<file path="src/rtl/dtree_pkg.sv">
// rtl/dtree_pkg.sv - shared types and constants for the sequential decision-tree engine
package dtree_pkg;

   localparam int N_FEAT    = 7;
   localparam int FEAT_W    = 8;
   localparam int N_NODES   = 16;
   localparam int PTR_W     = $clog2(N_NODES);
   localparam int CLASS_W   = 5;
   localparam int MAX_STEPS = 15;
   localparam int STEP_W    = $clog2(MAX_STEPS + 1);
   localparam int FIDX_W    = 3;
   localparam int NODE_W    = 1 + 3 + 3 + FEAT_W + 2 * PTR_W;

   localparam int RIGHT_LSB = 0;
   localparam int LEFT_LSB  = PTR_W;
   localparam int THR_LSB   = 2 * PTR_W;
   localparam int SHIFT_LSB = THR_LSB + FEAT_W;
   localparam int FIDX_LSB  = SHIFT_LSB + 3;
   localparam int LEAF_BIT  = FIDX_LSB + 3;

   localparam logic [CLASS_W-1:0] ERR_CLASS = '1;

   typedef struct packed {
      logic              is_leaf;
      logic [2:0]        feat_idx;
      logic [2:0]        shift;
      logic [FEAT_W-1:0] thr;
      logic [PTR_W-1:0]  left;
      logic [PTR_W-1:0]  right;
   } node_t;

   typedef enum logic [1:0] {IDLE, LOAD, WALK, DONE} state_t;

   function automatic logic [NODE_W-1:0] node_pack(
      input logic              leaf,
      input logic [2:0]        fidx,
      input logic [2:0]        shift,
      input logic [FEAT_W-1:0] thr,
      input logic [PTR_W-1:0]  left,
      input logic [PTR_W-1:0]  right
   );
      logic [NODE_W-1:0] w;
      w = '0;
      w[LEAF_BIT]                = leaf;
      w[FIDX_LSB  +: 3]          = fidx;
      w[SHIFT_LSB +: 3]          = shift;
      w[THR_LSB   +: FEAT_W]     = thr;
      w[LEFT_LSB  +: PTR_W]      = left;
      w[RIGHT_LSB +: PTR_W]      = right;
      return w;
   endfunction

endpackage

</file>
<file path="src/rtl/dtree_seq_engine_if.sv">
// rtl/dtree_seq_engine_if.sv - feature/result streams and node-table write port
interface dtree_seq_engine_if;
   import dtree_pkg::*;

   logic               s_valid;
   logic               s_ready;
   logic [FEAT_W-1:0]  s_data;
   logic               m_valid;
   logic               m_ready;
   logic [CLASS_W-1:0] m_class;
   logic               m_err;
   logic               cfg_we;
   logic [PTR_W-1:0]   cfg_addr;
   logic [NODE_W-1:0]  cfg_wdata;
   logic               cfg_err;

   modport master (
      output s_valid, s_data, m_ready, cfg_we, cfg_addr, cfg_wdata,
      input  s_ready, m_valid, m_class, m_err, cfg_err
   );

   modport slave (
      input  s_valid, s_data, m_ready, cfg_we, cfg_addr, cfg_wdata,
      output s_ready, m_valid, m_class, m_err, cfg_err
   );

endinterface

</file>
<file path="src/rtl/dtree_node_cmp.sv">
// rtl/dtree_node_cmp.sv - feature select, shift and threshold compare for one node
module dtree_node_cmp
   import dtree_pkg::*;
(
   input  node_t              i_node,
   input  logic [FEAT_W-1:0]  i_feat [N_FEAT],
   output logic               o_is_leaf,
   output logic [CLASS_W-1:0] o_class,
   output logic [PTR_W-1:0]   o_next_ptr
);

   logic [FEAT_W-1:0] w_feat;
   logic [FEAT_W-1:0] w_cmp;

   // Indices past the last feature select zero.
   always_comb begin
      w_feat = '0;
      for (int i = 0; i < N_FEAT; i++) begin
         if (i_node.feat_idx == FIDX_W'(i)) w_feat = i_feat[i];
      end
   end

   assign w_cmp      = w_feat >> i_node.shift;
   assign o_is_leaf  = i_node.is_leaf;
   assign o_class    = i_node.thr[CLASS_W-1:0];
   assign o_next_ptr = (w_cmp <= i_node.thr) ? i_node.left : i_node.right;

endmodule

</file>
<file path="src/rtl/dtree_seq_engine.sv">
// rtl/dtree_seq_engine.sv - sequential decision-tree classifier walking a register node table
// Optional DTREE_PERF_CNT_EN adds perf_cnt/perf_depth result statistics.
module dtree_seq_engine
   import dtree_pkg::*;
(
   input  logic               clk,
   input  logic               rst_n,
   dtree_seq_engine_if.slave  bus,
   output logic               busy
`ifdef DTREE_PERF_CNT_EN
   ,
   output logic [15:0]        perf_cnt,
   output logic [3:0]         perf_depth
`endif
);

   localparam logic [NODE_W-1:0] LEAF0 = node_pack(1'b1, 3'd0, 3'd0, '0, '0, '0);

   state_t             r_state;
   logic [FEAT_W-1:0]  r_feat  [N_FEAT];
   logic [NODE_W-1:0]  r_nodes [N_NODES];
   logic [PTR_W-1:0]   r_ptr;
   logic [STEP_W-1:0]  r_step;
   logic [FIDX_W-1:0]  r_fidx;
   logic               r_s_ready;
   logic               r_m_valid;
   logic [CLASS_W-1:0] r_class;
   logic               r_err;
   logic               r_cfg_err;
   logic               r_busy;

   node_t              w_node;
   logic               w_is_leaf;
   logic [CLASS_W-1:0] w_leaf_class;
   logic [PTR_W-1:0]   w_next_ptr;
   logic               w_s_hs;
   logic               w_cfg_ok;

   // Pointers beyond a non-power-of-two table read as a class-0 leaf.
   assign w_node   = (32'(r_ptr) < N_NODES) ? node_t'(r_nodes[r_ptr]) : node_t'(LEAF0);
   assign w_s_hs   = bus.s_valid && r_s_ready;
   assign w_cfg_ok = bus.cfg_we && (r_state == IDLE) && !w_s_hs && (32'(bus.cfg_addr) < N_NODES);

   dtree_node_cmp u_cmp (
      .i_node     (w_node),
      .i_feat     (r_feat),
      .o_is_leaf  (w_is_leaf),
      .o_class    (w_leaf_class),
      .o_next_ptr (w_next_ptr)
   );

   always_ff @(posedge clk or negedge rst_n) begin
      if (!rst_n) begin
         r_state   <= IDLE;
         r_ptr     <= '0;
         r_step    <= '0;
         r_fidx    <= '0;
         r_s_ready <= 1'b1;
         r_m_valid <= 1'b0;
         r_class   <= '0;
         r_err     <= 1'b0;
         r_cfg_err <= 1'b0;
         r_busy    <= 1'b0;
         for (int i = 0; i < N_FEAT; i++) r_feat[i] <= '0;
         for (int i = 0; i < N_NODES; i++) r_nodes[i] <= LEAF0;
      end else begin
         r_cfg_err <= bus.cfg_we && !w_cfg_ok;
         if (w_cfg_ok) r_nodes[bus.cfg_addr] <= bus.cfg_wdata;

         case (r_state)
            IDLE: begin
               if (w_s_hs) begin
                  r_feat[0] <= bus.s_data;
                  r_busy    <= 1'b1;
                  if (N_FEAT == 1) begin
                     r_state   <= WALK;
                     r_s_ready <= 1'b0;
                     r_ptr     <= '0;
                     r_step    <= '0;
                  end else begin
                     r_state <= LOAD;
                     r_fidx  <= FIDX_W'(1);
                  end
               end
            end
            LOAD: begin
               if (w_s_hs) begin
                  r_feat[r_fidx] <= bus.s_data;
                  if (r_fidx == FIDX_W'(N_FEAT - 1)) begin
                     r_state   <= WALK;
                     r_s_ready <= 1'b0;
                     r_ptr     <= '0;
                     r_step    <= '0;
                  end else begin
                     r_fidx <= r_fidx + 1'b1;
                  end
               end
            end
            WALK: begin
               if (w_is_leaf) begin
                  r_class   <= w_leaf_class;
                  r_err     <= 1'b0;
                  r_m_valid <= 1'b1;
                  r_state   <= DONE;
               end else if (r_step == STEP_W'(MAX_STEPS)) begin
                  // Step guard stops cyclic or over-deep tables.
                  r_class   <= ERR_CLASS;
                  r_err     <= 1'b1;
                  r_m_valid <= 1'b1;
                  r_state   <= DONE;
               end else begin
                  r_ptr  <= w_next_ptr;
                  r_step <= r_step + 1'b1;
               end
            end
            DONE: begin
               if (bus.m_ready) begin
                  r_m_valid <= 1'b0;
                  r_s_ready <= 1'b1;
                  r_busy    <= 1'b0;
                  r_state   <= IDLE;
               end
            end
            default: r_state <= IDLE;
         endcase
      end
   end

   assign bus.s_ready = r_s_ready;
   assign bus.m_valid = r_m_valid;
   assign bus.m_class = r_class;
   assign bus.m_err   = r_err;
   assign bus.cfg_err = r_cfg_err;
   assign busy        = r_busy;

`ifdef DTREE_PERF_CNT_EN
   logic [15:0] r_perf_cnt;
   logic [3:0]  r_perf_depth;

   always_ff @(posedge clk or negedge rst_n) begin
      if (!rst_n) begin
         r_perf_cnt   <= '0;
         r_perf_depth <= '0;
      end else if ((r_state == DONE) && bus.m_ready) begin
         if (r_perf_cnt != 16'hFFFF) r_perf_cnt <= r_perf_cnt + 16'd1;
         r_perf_depth <= r_step;
      end
   end

   assign perf_cnt   = r_perf_cnt;
   assign perf_depth = r_perf_depth;
`endif

endmodule

</file>
<file path="src/flat_wrapper.sv">
// flat-port wrapper written by rule: the top's interface ports become plain ports
module dtree_seq_engine_flat import dtree_pkg::*;
  (clk, rst_n, busy, bus_s_valid, bus_s_data, bus_m_ready, bus_cfg_we, bus_cfg_addr, bus_cfg_wdata, bus_s_ready, bus_m_valid, bus_m_class, bus_m_err, bus_cfg_err);
  dtree_seq_engine_if bus_i ();
  input  logic clk;
  input  logic rst_n;
  output logic busy;
  input wire logic [$bits(bus_i.s_valid)-1:0] bus_s_valid;
  input wire logic [$bits(bus_i.s_data)-1:0] bus_s_data;
  input wire logic [$bits(bus_i.m_ready)-1:0] bus_m_ready;
  input wire logic [$bits(bus_i.cfg_we)-1:0] bus_cfg_we;
  input wire logic [$bits(bus_i.cfg_addr)-1:0] bus_cfg_addr;
  input wire logic [$bits(bus_i.cfg_wdata)-1:0] bus_cfg_wdata;
  output wire logic [$bits(bus_i.s_ready)-1:0] bus_s_ready;
  output wire logic [$bits(bus_i.m_valid)-1:0] bus_m_valid;
  output wire logic [$bits(bus_i.m_class)-1:0] bus_m_class;
  output wire logic [$bits(bus_i.m_err)-1:0] bus_m_err;
  output wire logic [$bits(bus_i.cfg_err)-1:0] bus_cfg_err;
  assign bus_i.s_valid = bus_s_valid;
  assign bus_i.s_data = bus_s_data;
  assign bus_i.m_ready = bus_m_ready;
  assign bus_i.cfg_we = bus_cfg_we;
  assign bus_i.cfg_addr = bus_cfg_addr;
  assign bus_i.cfg_wdata = bus_cfg_wdata;
  assign bus_s_ready = bus_i.s_ready;
  assign bus_m_valid = bus_i.m_valid;
  assign bus_m_class = bus_i.m_class;
  assign bus_m_err = bus_i.m_err;
  assign bus_cfg_err = bus_i.cfg_err;
  dtree_seq_engine u_core (.clk(clk), .rst_n(rst_n), .bus(bus_i), .busy(busy));
endmodule
</file>
<file path="config.mk">
export PLATFORM = sky130hd
export DESIGN_NAME = dtree_seq_engine_flat
export DESIGN_NICKNAME = d
export VERILOG_FILES = /design/src/rtl/dtree_pkg.sv /design/src/rtl/dtree_seq_engine_if.sv /design/src/rtl/dtree_node_cmp.sv /design/src/rtl/dtree_seq_engine.sv /design/src/flat_wrapper.sv
export SDC_FILE = /design/constraint.sdc
export NUM_CORES = 1
export LEC_CHECK = 0
export ABC_AREA = 1
export BUFFER_PORTS_ARGS = -buffer_cell sky130_fd_sc_hd__buf_2
export CORE_MARGIN = 10
export CORE_UTILIZATION = 44
export DETAILED_ROUTE_END_ITERATION = 6
export PLACE_DENSITY = 0.7
export REMOVE_ABC_BUFFERS = 1
export SLEW_MARGIN = 20
export SYNTH_ARGS = -nofsm -noshare
export SYNTH_HDL_FRONTEND = slang
export SYNTH_HIERARCHICAL = 1
export SYNTH_SLANG_ARGS = --single-unit
</file>
<file path="constraint.sdc">
create_clock -name clk -period 3.3 [get_ports clk]
set_clock_uncertainty 0.15 [all_clocks]
set_input_delay 0.99 -clock clk [delete_from_list [all_inputs] [get_ports clk]]
set_output_delay 0.99 -clock clk [all_outputs]
set_load 0.1 [all_outputs]
</file>
* Word-level counts from Yosys, hierarchy flattened
Index checks and enable logic that the tools add are counted.
** Word-level totals
- Input bits :: 40
- Word-level logic and storage cells :: 141
- Memories :: 0
- Bits in latches :: 0
- Bits in writable memories :: 0
- Register bits :: 447
- Output and inout port bits :: 10
- ROM bits :: 0
** Operators by class
- Order comparisons :: 6
- Bitwise logic cells :: 3
- Equality and inequality tests :: 19
- Reductions and logical operators :: 25
- Muxes and demuxes :: 52
- Multiply operators :: 0
- Divide/modulo/power cells :: 0
- Shift-type cells :: 1
- $add $sub $neg :: 2
** Operator list (count)
- bitwise mux 368 bit :: 1
- binary-select mux 23 bit (select 4 bit) :: 1
- demux 23 bit (select 4 bit) :: 1
- two-way mux 8 bit :: 9
- two-way mux 23 bit :: 3
- bitwise mux 56 bit :: 1
- two-way mux 56 bit :: 1
- two-way mux 4 bit :: 7
- demux 8 bit (select 3 bit) :: 1
- case mux 4 bit (2 select lines) :: 2
- case mux 8 bit (2 select lines) :: 1
- == test 3 bit, second input constant :: 4
- two-way mux 2 bit :: 6
- nonzero test 2 bit :: 6
- >= comparator 5 bit, second input constant :: 2
- two-way mux 5 bit :: 2
- NOT 4 -> 5 bit :: 2
- AND reduction 5 bit :: 2
- two-way mux 3 bit :: 3
- AND reduction 3 bit :: 3
- <= comparator 8 bit :: 1
- two-way mux 1 bit :: 8
- != test 2 bit, second input constant :: 4
- case mux 2 bit (4 select lines) :: 1
- 22 further kinds :: 36

* Logic depth before layout (Yosys ltp)
Gate-level depths: netlist (run 1).
- Word-level depth :: 18
- Mapped depth :: 36
- Mapped depth without buffers :: 32

* By module
The synthesis (run 1) kept the hierarchy.
** Modules (own cells, without submodules)
- dtree_seq_engine :: area an instance 21149.0 um^2, cells each 2722, instances 1
- dtree_node_cmp :: area an instance 1122.3 um^2, cells each 228, instances 1

* Worst setup path after synthesis (run 1)
OpenSTA, ideal clock, no wires.
- Path kind :: register -> register
- From :: register u_core.r_ptr[0]
- To :: register u_core.r_ptr[0]
- Stages on the path, launching flop included :: 33
- Path slack :: -335 ps
- Required time :: 3031 ps
- Data arrival time :: 3366 ps
- Cell sequence :: dfrtp_1 > buf_2 > buf_2 > clkbuf_1 > nand2_1 > nand2_1 > nand2_1 > nand3_1 > nand3_1 > nand2_1 > inv_2 > buf_6 > nand3_2 > inv_2 > a21oi_1 > nand3_1 > nand2_1 > nand2_1 > nand2_1 > nand2_1 > nand3_1 > nand2_1 > ha_1 > a21oi_1 > o21ai_0 > nand2_1 > o211ai_1 > o21ai_1 > o21ai_0 > nand2_1 > inv_1 > nand2_1 > nand2_1
** RTL lines
- start, declared :: line dtree_seq_engine.sv:22 : logic [PTR_W-1:0] r_ptr;
- start signal, assigned :: line dtree_seq_engine.sv:112 : r_ptr <= w_next_ptr;

==> impl_summary.md, run 1 <==
Clock tree
The later pin in the worst-skew pair is clocked with a latency of 0.59 ns. The number of clock buffers added by TritonCTS is 48. In this run the deepest clock path goes through 3 buffers. The clock slew at the register clock pins of the worst setup and hold paths is 0.06 ns. The clock sink total is 447. Clock tree synthesis selected as its root buffer the cell clkbuf_16. TritonCTS built the clock tree. The CTS H-tree depth is 2. The count of hold-fix buffers inserted at cts is 0.

Yosys
By area the synthesized netlist is led by dfrtp_1 (48%), nand2_1 (17%), o21ai_0 (8.3%). The average size of a mapped cell is 7.550 µm². Of the post-synthesis cell area, the dominant cell type holds 0.4831. The netlist area before placement is 22270 µm².

For this run, the register share of the synthesized area comes to 0.5032. After synthesis the netlist holds a flip-flop and latch count of 447. The number of flops mapped to enable cells by yosys is 0.

Synthesis produced 2950 cells. Counting distinct cell types in the post-synthesis netlist gives 35. The count of synthesis-stage warnings from yosys is 6. The flip-flop cell with the highest count after synthesis is dfrtp_1.

Of all flip-flops after synthesis, the portion carrying an async set or reset was 1.000. The library cell occupying the most area in the post-synthesis netlist is dfrtp_1.

STA
The number of pins with negative max-slew slack in the final report is 0. Dividing the final minimum period by the clock period gives 1.154. Setup violations remaining at the end of the flow were counted as 4. The count of final hold-check violations is 0. Setup repair after global routing could not meet its margin everywhere. Headroom to the max-slew limit came out at 0.5117. Adding up every negative setup slack in the final design gives -1.954 ns.

The maximum achievable frequency is 262.7 MHz. After layout, the minimum clock period comes to 3.807 ns. On the final layout, the worst hold slack is 0.1823 ns. The slew at the pin with the worst max-slew slack is 0.7325 ns. The worst setup margin is -0.5069 ns.

Final layout
The number of inserted diodes is 0. In the final design database the tool counted 3024 nets. In the final layout, the share of cells above drive strength 1 is 0.1245.

The finished layout holds 3676 standard cells, fillers aside. The total of fill cells in the finished design is 4783. The area growth from synthesis to layout is 14.69%.

Floorplan
Pin placement for this block handled 50 I/O pins. The initial core utilization is 0.4448. Measured along the y axis, the die boundary spans 245.0 µm. The floorplan step defined a die boundary enclosing 60020 µm². The site row count is 82. The total core area is 50070 µm². The horizontal extent of the die is 245.0 µm.

Pwr
For this design the ratio of total power to cell area is 585.9 nW/µm². The standby leakage power is 12.90 nW. The worst-case IR drop observed on VDD is 0.3992 mV.

Critical path
The critical path is of the reg2reg type. The data arrival time of the critical path is 4.19 ns. The largest single stage delay on the critical path is 0.52 ns.

Of all nets on the critical path, the largest fanout is 8. The worst setup path is captured at a flop. The worst setup path is launched from a flop. On the critical path, the stage with the largest delay is an instance of dfrtp_4. At the worst endpoint, the required time is 3.68 ns. The cell repeated most along the worst path is nand2_1.

GRT
The via count of the first global-routing pass is 17.73k. Entering global routing, the biggest net connects 83 pins. The number of antenna violations at the first check in global routing is 2.

The residual overflow from global routing is 0. The global router's overall resource usage is 0.2016. The first global-routing pass estimated 98170 µm of wire.

Routing
The via count normalized by instance count is 5.141. The violation count after the first detailed-routing iteration is 1961. In the final routed layout, each cell accounts on average for 16.49 µm.

The post-detailed-route count of antenna-violating nets is 0. The detailed-route via count is 18.90k. The detailed-route wire length is 60610 µm. For this run, design rule violations remaining after detail routing come to 0.

The first-pass detailed-route iteration total is 5.

Placed design
In this run the tool buffered the top-level ports with 49 buffer cells. The congestion estimate from routability-driven global placement came to 0.8672. The number of cells in the design after placement is 3575.

Before CTS, the worst setup slack after placement is -0.5979 ns. Detailed placement finished with a half-perimeter wire length of 35610 µm.

Status
The final reports fail on setup timing. The flow ran to the end, but the final reports show violations.

Worst hold path
The type of the tightest min-delay check is in2async.

Flow run
The number of maximum-capacitance violations is 0.
[metal layers]
layer | up-vias | part of all wire | global-route usage
li1 | 9284 | - | -
met1 | 8897 | 0.45 | 0.2758
met2 | 577 | 0.46 | 0.3250
met3 | 139 | 0.063 | 0.02737
met4 | 2 | 0.030 | 0.06685
met5 | - | 0.00021 | 0
[cells in the mapped netlist (2+ instances only)]
cell,n
o21ai_1,55
nand2_4,9
o211ai_1,2
or2_1,2
nor2_4,5
buf_6,25
ha_1,16
nand3_1,327
dfstp_2,17
nand2_1,1018
nand4_1,19
nor3_1,3
or2_2,4
inv_2,7
inv_1,370
clkinv_1,2
buf_4,9
buf_2,63
xor2_1,2
nor2_1,69
buf_1,16
o21ai_0,371
dfrtp_1,430
clkbuf_1,70
nand3_2,2
a21oi_1,28
[area by class of cell]
class | instances | area [µm²] | share of cell area
Clock buffer | 73 | 1415 | 0.05540
Clock inverter | 13 | 180.2 | 0.007054
Inverter | 380 | 1468 | 0.05746
Multi-Input combinational cell | 1939 | 9060 | 0.3547
Sequential cell | 447 | 11220 | 0.4391
Tap cell | 672 | 840.8 | 0.03292
Timing Repair Buffer | 150 | 1331 | 0.05212
Timing Repair inverter | 2 | 32.53 | 0.001274
[worst paths after layout]
path | cells past startpoint | start | slack (ns) | to
setup / recovery | 32 | u_core/r_ptr[0] | -0.51 | u_core/r_ptr[3]
hold / removal | 1 | rst_n | 0.18 | u_core/r_ptr[3]
setup reg to reg | 32 | u_core/r_ptr[0] | -0.51 | u_core/r_ptr[3]
hold reg to reg | 2 | u_core/r_nodes[137] | 0.33 | u_core/r_nodes[137]
max in group asynchronous | 3 | rst_n | 1.97 | u_core/r_nodes[68]
min in group clk | 2 | u_core/r_nodes[137] | 0.33 | u_core/r_nodes[137]
[registers in the layout, summed over array words and instances (netlist names)]
register            cells
u_core/bus.m_class      5
u_core/r_state          2
u_core/bus.s_ready      1
u_core/bus.m_err        1
u_core/r_nodes        368
u_core/r_fidx           3
u_core/bus.cfg_err      1
u_core/r_ptr            4
u_core/busy             1
u_core/r_feat          56
u_core/bus.m_valid      1
u_core/r_step           4
[per-stage QoR]
stage / area, µm² / power (mW) / util
floorplan: 21270 / 8.535 / -
global placement: 23260 / 9.240 / 0.4645
detailed placement: 23260 / 9.325 / 0.4645
CTS: 25240 / 14.93 / 0.5041
global route: 25540 / 15.83 / 0.5102
finish: 25540 / 14.97 / 0.5102
[what timing repair did]
action / in CTS / in global routing
gates cloned: 5 / 0
resized for setup: 74 / 63
pin swaps: 45 / 59
setup endpoints to repair: 4 / 4
buffers inserted: 3 / 8
[logic make-up (layout without fill, tap and decap cells)]
family                     count (synthesis)  in the layout  synth area share
buffers and inverters                    564            618            0.1092
xor gates and xnor gates                   3              3          0.001180
and+or+nand+nor                         1460           1460            0.2734
adders and majority gates                 16             16          0.008989
AOI/OAI and AO/OA                        460            460            0.1041
DFF                                      447            447            0.5032
[critical path: cells and delay by family, from the launching register on]
| family | cells | cell delay (ns) |
|---|---|---|
| AOI/OAI and AO/OA | 6 | 0.58 |
| adders and majority gates | 1 | 0.25 |
| buffers and inverters | 6 | 0.78 |
| DFF | 1 | 0.52 |
| and+or+nand+nor | 19 | 1.45 |
[power by group]
group	switching (mW)	total, mW	internal [mW]	leakage, nW
registers	0.469	6.91	6.44	5.70
clock network	2.20	5.46	3.26	0.788
logic	1.54	2.60	1.06	6.41
[placed cells by master, fill, tap and decap left out, types with 6 or more instances in the layout]
cell type  instances
nand3_2           31
nor2_2             6
clkbuf_16         48
nand2_4           14
dfstp_2           17
o21ai_1           56
clkbuf_1          13
a21oi_2            6
clkbuf_8          12
nand3_1          294
inv_4              6
o21ai_0          367
inv_1            366
buf_12            18
nand4_1           19
nand2_2           35
buf_4             69
buf_6             10
nor2_1            61
clkinv_2           7
dfrtp_1          427
nand2_1          978
buf_2             48
ha_1              13
a21oi_1           23
nor2_4             7
Power figures use the tool's default switching activity.
==> run 2, diff against run 1 <==
Settings changed: CORE_ASPECT_RATIO set to 0.8.
==> impl_summary.md, run 2 (synthesized netlist as in run 1, its figures left out) <==
Final layout
The post-synthesis to final-layout area growth is 13.92%. The finished layout holds 3675 standard cells, fillers aside. 0 antenna diodes ended up in the layout. The post-layout net count is 3022. The flip-flop count of the largest register after layout is 368. Leaving out fill and tap cells, the most frequent cell in the layout is nand2_1. The area of all placed cells without fillers is 25370 µm². The ratio of cells with drive above 1 in the final layout is 0.1207. At the end of the flow the core is filled with cells to 0.5087. u_core/r_nodes holds more flip-flops than any other register. The library cells used most frequently in the layout, excluding fill and tap cells, are nand2_1 (987), dfrtp_1 (427), o21ai_0 (366).

GRT
The met3 routing resource usage after global routing is 0.03568. For this run, global-route usage on met1 was measured as 0.2942. The total overflow left after global routing is 0.

After global routing, the most crowded layer is met2. The largest net degree at the start of global routing is 85. The via count of the first global-routing pass is 17.76k. The met2 global-route usage is 0.3077. The global router's overall resource usage is 0.2014. The number of antenna violations at the first check in global routing is 0. The first global-routing pass estimated 99190 µm of wire.

Critical path
The type of element capturing the critical path is a flop. The slowest cell on the critical path is dfrtp_4. By instance count, the cell type seen most on the critical path is nand2_1.

At the worst endpoint, the arrival time is 4.11 ns. Among cell families on the critical path, the largest total delay comes from simple AND/OR/NAND/NOR gates. Of all nets on the critical path, the largest fanout is 8.

For this run, the slowest stage of the critical path takes 0.52 ns. The required time of the critical path is 3.60 ns. The worst register-to-register path begins at u_core/r_ptr[0]. The worst setup path is of the reg2reg kind. Tracing the worst setup path back leads to its startpoint at u_core/r_ptr[0]. The category of the worst setup path launch point is a flop. The buffering stage count on the worst path with inverters included is 5.

Pwr
Of the total power, the share spent switching nets is 0.2855. The fraction of power consumed by combinational cells is 0.174. The total internal power is 10.54 mW.

The analysis attributes to net switching a power of 4.210 mW. The share of total power dissipated in sequential elements is 0.469. The power density normalized to cell area is 581.3 nW/µm². The overall power of the completed layout is 14.75 mW. Of the total power, the clock network draws 0.357. The maximum VDD drop is 0.4668 mV. For this design the static power due to leakage is 12.84 nW.

Clock tree
In this run the clock root is driven by a clkbuf_16. The clock net in this run drives a total of 447 sinks. After clock tree synthesis, the flow added hold-fix buffers numbering 0. The TritonCTS clock tree is built.

After clock tree synthesis, the clock-pin slew on the worst setup and hold paths is 0.06 ns. In this run, CTS created clock tree buffers numbering 45. The maximum buffer depth of the clock tree is 3. For the worst-skew pair, the clock arrives at the later sink with an insertion delay of 0.57 ns.

The clock tree synthesis step divided the H-tree into 2 levels.

Floorplan
Measured along the x axis, the die boundary spans 271.5 µm. The die covers 60070 µm². The initialized floorplan defines 73 standard-cell rows. The number of placed I/O pins is 50. The floorplan step defined a core boundary enclosing 49870 µm². The initial utilization of the core area, before any placement, comes to 0.4466. The vertical die dimension is 221.2 µm.

Placed design
The pre-CTS worst setup slack is -0.6369 ns. The number of I/O port buffers is 49. The number of placed instances, taps included, is 3584. Once detailed placement completed, the half-perimeter wirelength came to 36080 µm. Routability-driven placement finished with a final weighted congestion of 0.8859. The placed instances occupy a cell area of 23300 µm².

STA
The slew at the pin with the worst max-slew slack is 0.7333 ns. Setup violations remaining at the end of the flow were counted as 4. The count of final hold-check violations is 0. Setup repair after global routing could not meet its margin everywhere.

Derived from the worst setup path, the maximum achievable clock frequency is 262.7 MHz. The number of pins with negative max-slew slack in the final report is 0. The smallest clock period supported by the final layout is computed as 3.806 ns. The part of the cycle the worst path needs is 1.153. The worst slew margin relative to its limit is 0.5112. After layout, the worst setup slack is -0.5064 ns.

Worst hold path
The type of the tightest min-delay check is in2async.

Routing
Once detail routing completed, the nets flagged for antenna violations numbered 0. The first-pass detailed-route iteration total is 5. The detailed router finished its first iteration with 2095 violations. The number of DRC violations after detailed routing is 0. The detailed-route wire length is 61510 µm. The detailed-route via count is 19.04k.

Dividing the detail-routed wire length by the instance count gives 16.74 µm. After detailed routing, the number of vias per cell comes to 5.181.

Status
The checks that failed: setup timing. The flow ran to the end, but the final reports show violations.

Flow run
The tool flagged a number of max-cap violations equal to 0.
==> run 2: cell count changes in the layout (fill, tap and decap cells not counted), moves of 4 or more <==
cell	delta
buf_4	+4
nand3_1	+8
clkinv_2	+7
nand2_1	+9
buf_6	-4
nand3_2	-6
clkbuf_8	-4
nand2_2	-8
clkbuf_1	-5
==> run 2: area by class of cell <==
type	count	area, µm²
tap	675	844.6
clock inverter	21	247.7
timing repair buffer	151	1335
multi-input combinational	1939	8990
clock buffer	60	1252
inverter	380	1465
sequential	447	11220
timing repair inverter	2	20.02
fill	4852	24500
==> run 2: power groups by stage <==
stage	Clock, mW	Combinational [mW]	Sequential [mW]
3_5_place_dp	0	2.36	6.97
6_report	5.27	2.57	6.91
4_1_cts	5.37	2.43	6.90
5_1_grt	5.60	2.99	7.02
3_3_place_gp	0	2.29	6.96
2_1_floorplan	0	1.65	6.88
==> run 2: worst register-to-register path, delay by kind of cell, from the launching register on <==
family                   cells  cell delay (ns)
AO/OA/AOI/OAI                4             0.48
adder cells (fa/ha/maj)      1             0.28
buffers and inverters        5             0.62
flip-flops                   1             0.52
AND/OR/NAND/NOR             20             1.65
==> run 2: final timing paths <==
path | endpoint | slack [ns] | cells after the start
setup / recovery | u_core/r_ptr[2] | -0.51 | 30
hold reg to reg | u_core/r_nodes[321] | 0.32 | 2
max in group asynchronous | u_core/r_nodes[93] | 1.93 | 3
hold / removal | u_core/r_nodes[146] | 0.21 | 1
min in group clk | u_core/r_nodes[321] | 0.32 | 2
setup reg to reg | u_core/r_ptr[2] | -0.51 | 30
==> run 2: repair_timing <==
item	4_1_cts	5_1_grt
endpoints found under the hold margin	0	0
pin swaps	35	57
setup buffers	4	2
cloned	4	0
gates resized for setup	53	61
setup endpoints to repair	4	4
==> run 2: metrics by stage <==
| step | hold slack [ns] | setup TNS, ns |
|---|---|---|
| global route | 0.2299 | -3.011 |
| detailed placement | 0.3146 | -2.492 |
| CTS | 0.2090 | -1.598 |
| floorplan | 0.2957 | -89.76 |
| finish | 0.2124 | -1.991 |
| global placement | 0.3135 | -2.164 |
==> run 2: routing by layer <==
metal,part of all wire,routed length [µm]
met1,0.46,28480
met2,0.45,27410
met3,0.074,4574
met4,0.017,1046
met5,0,0
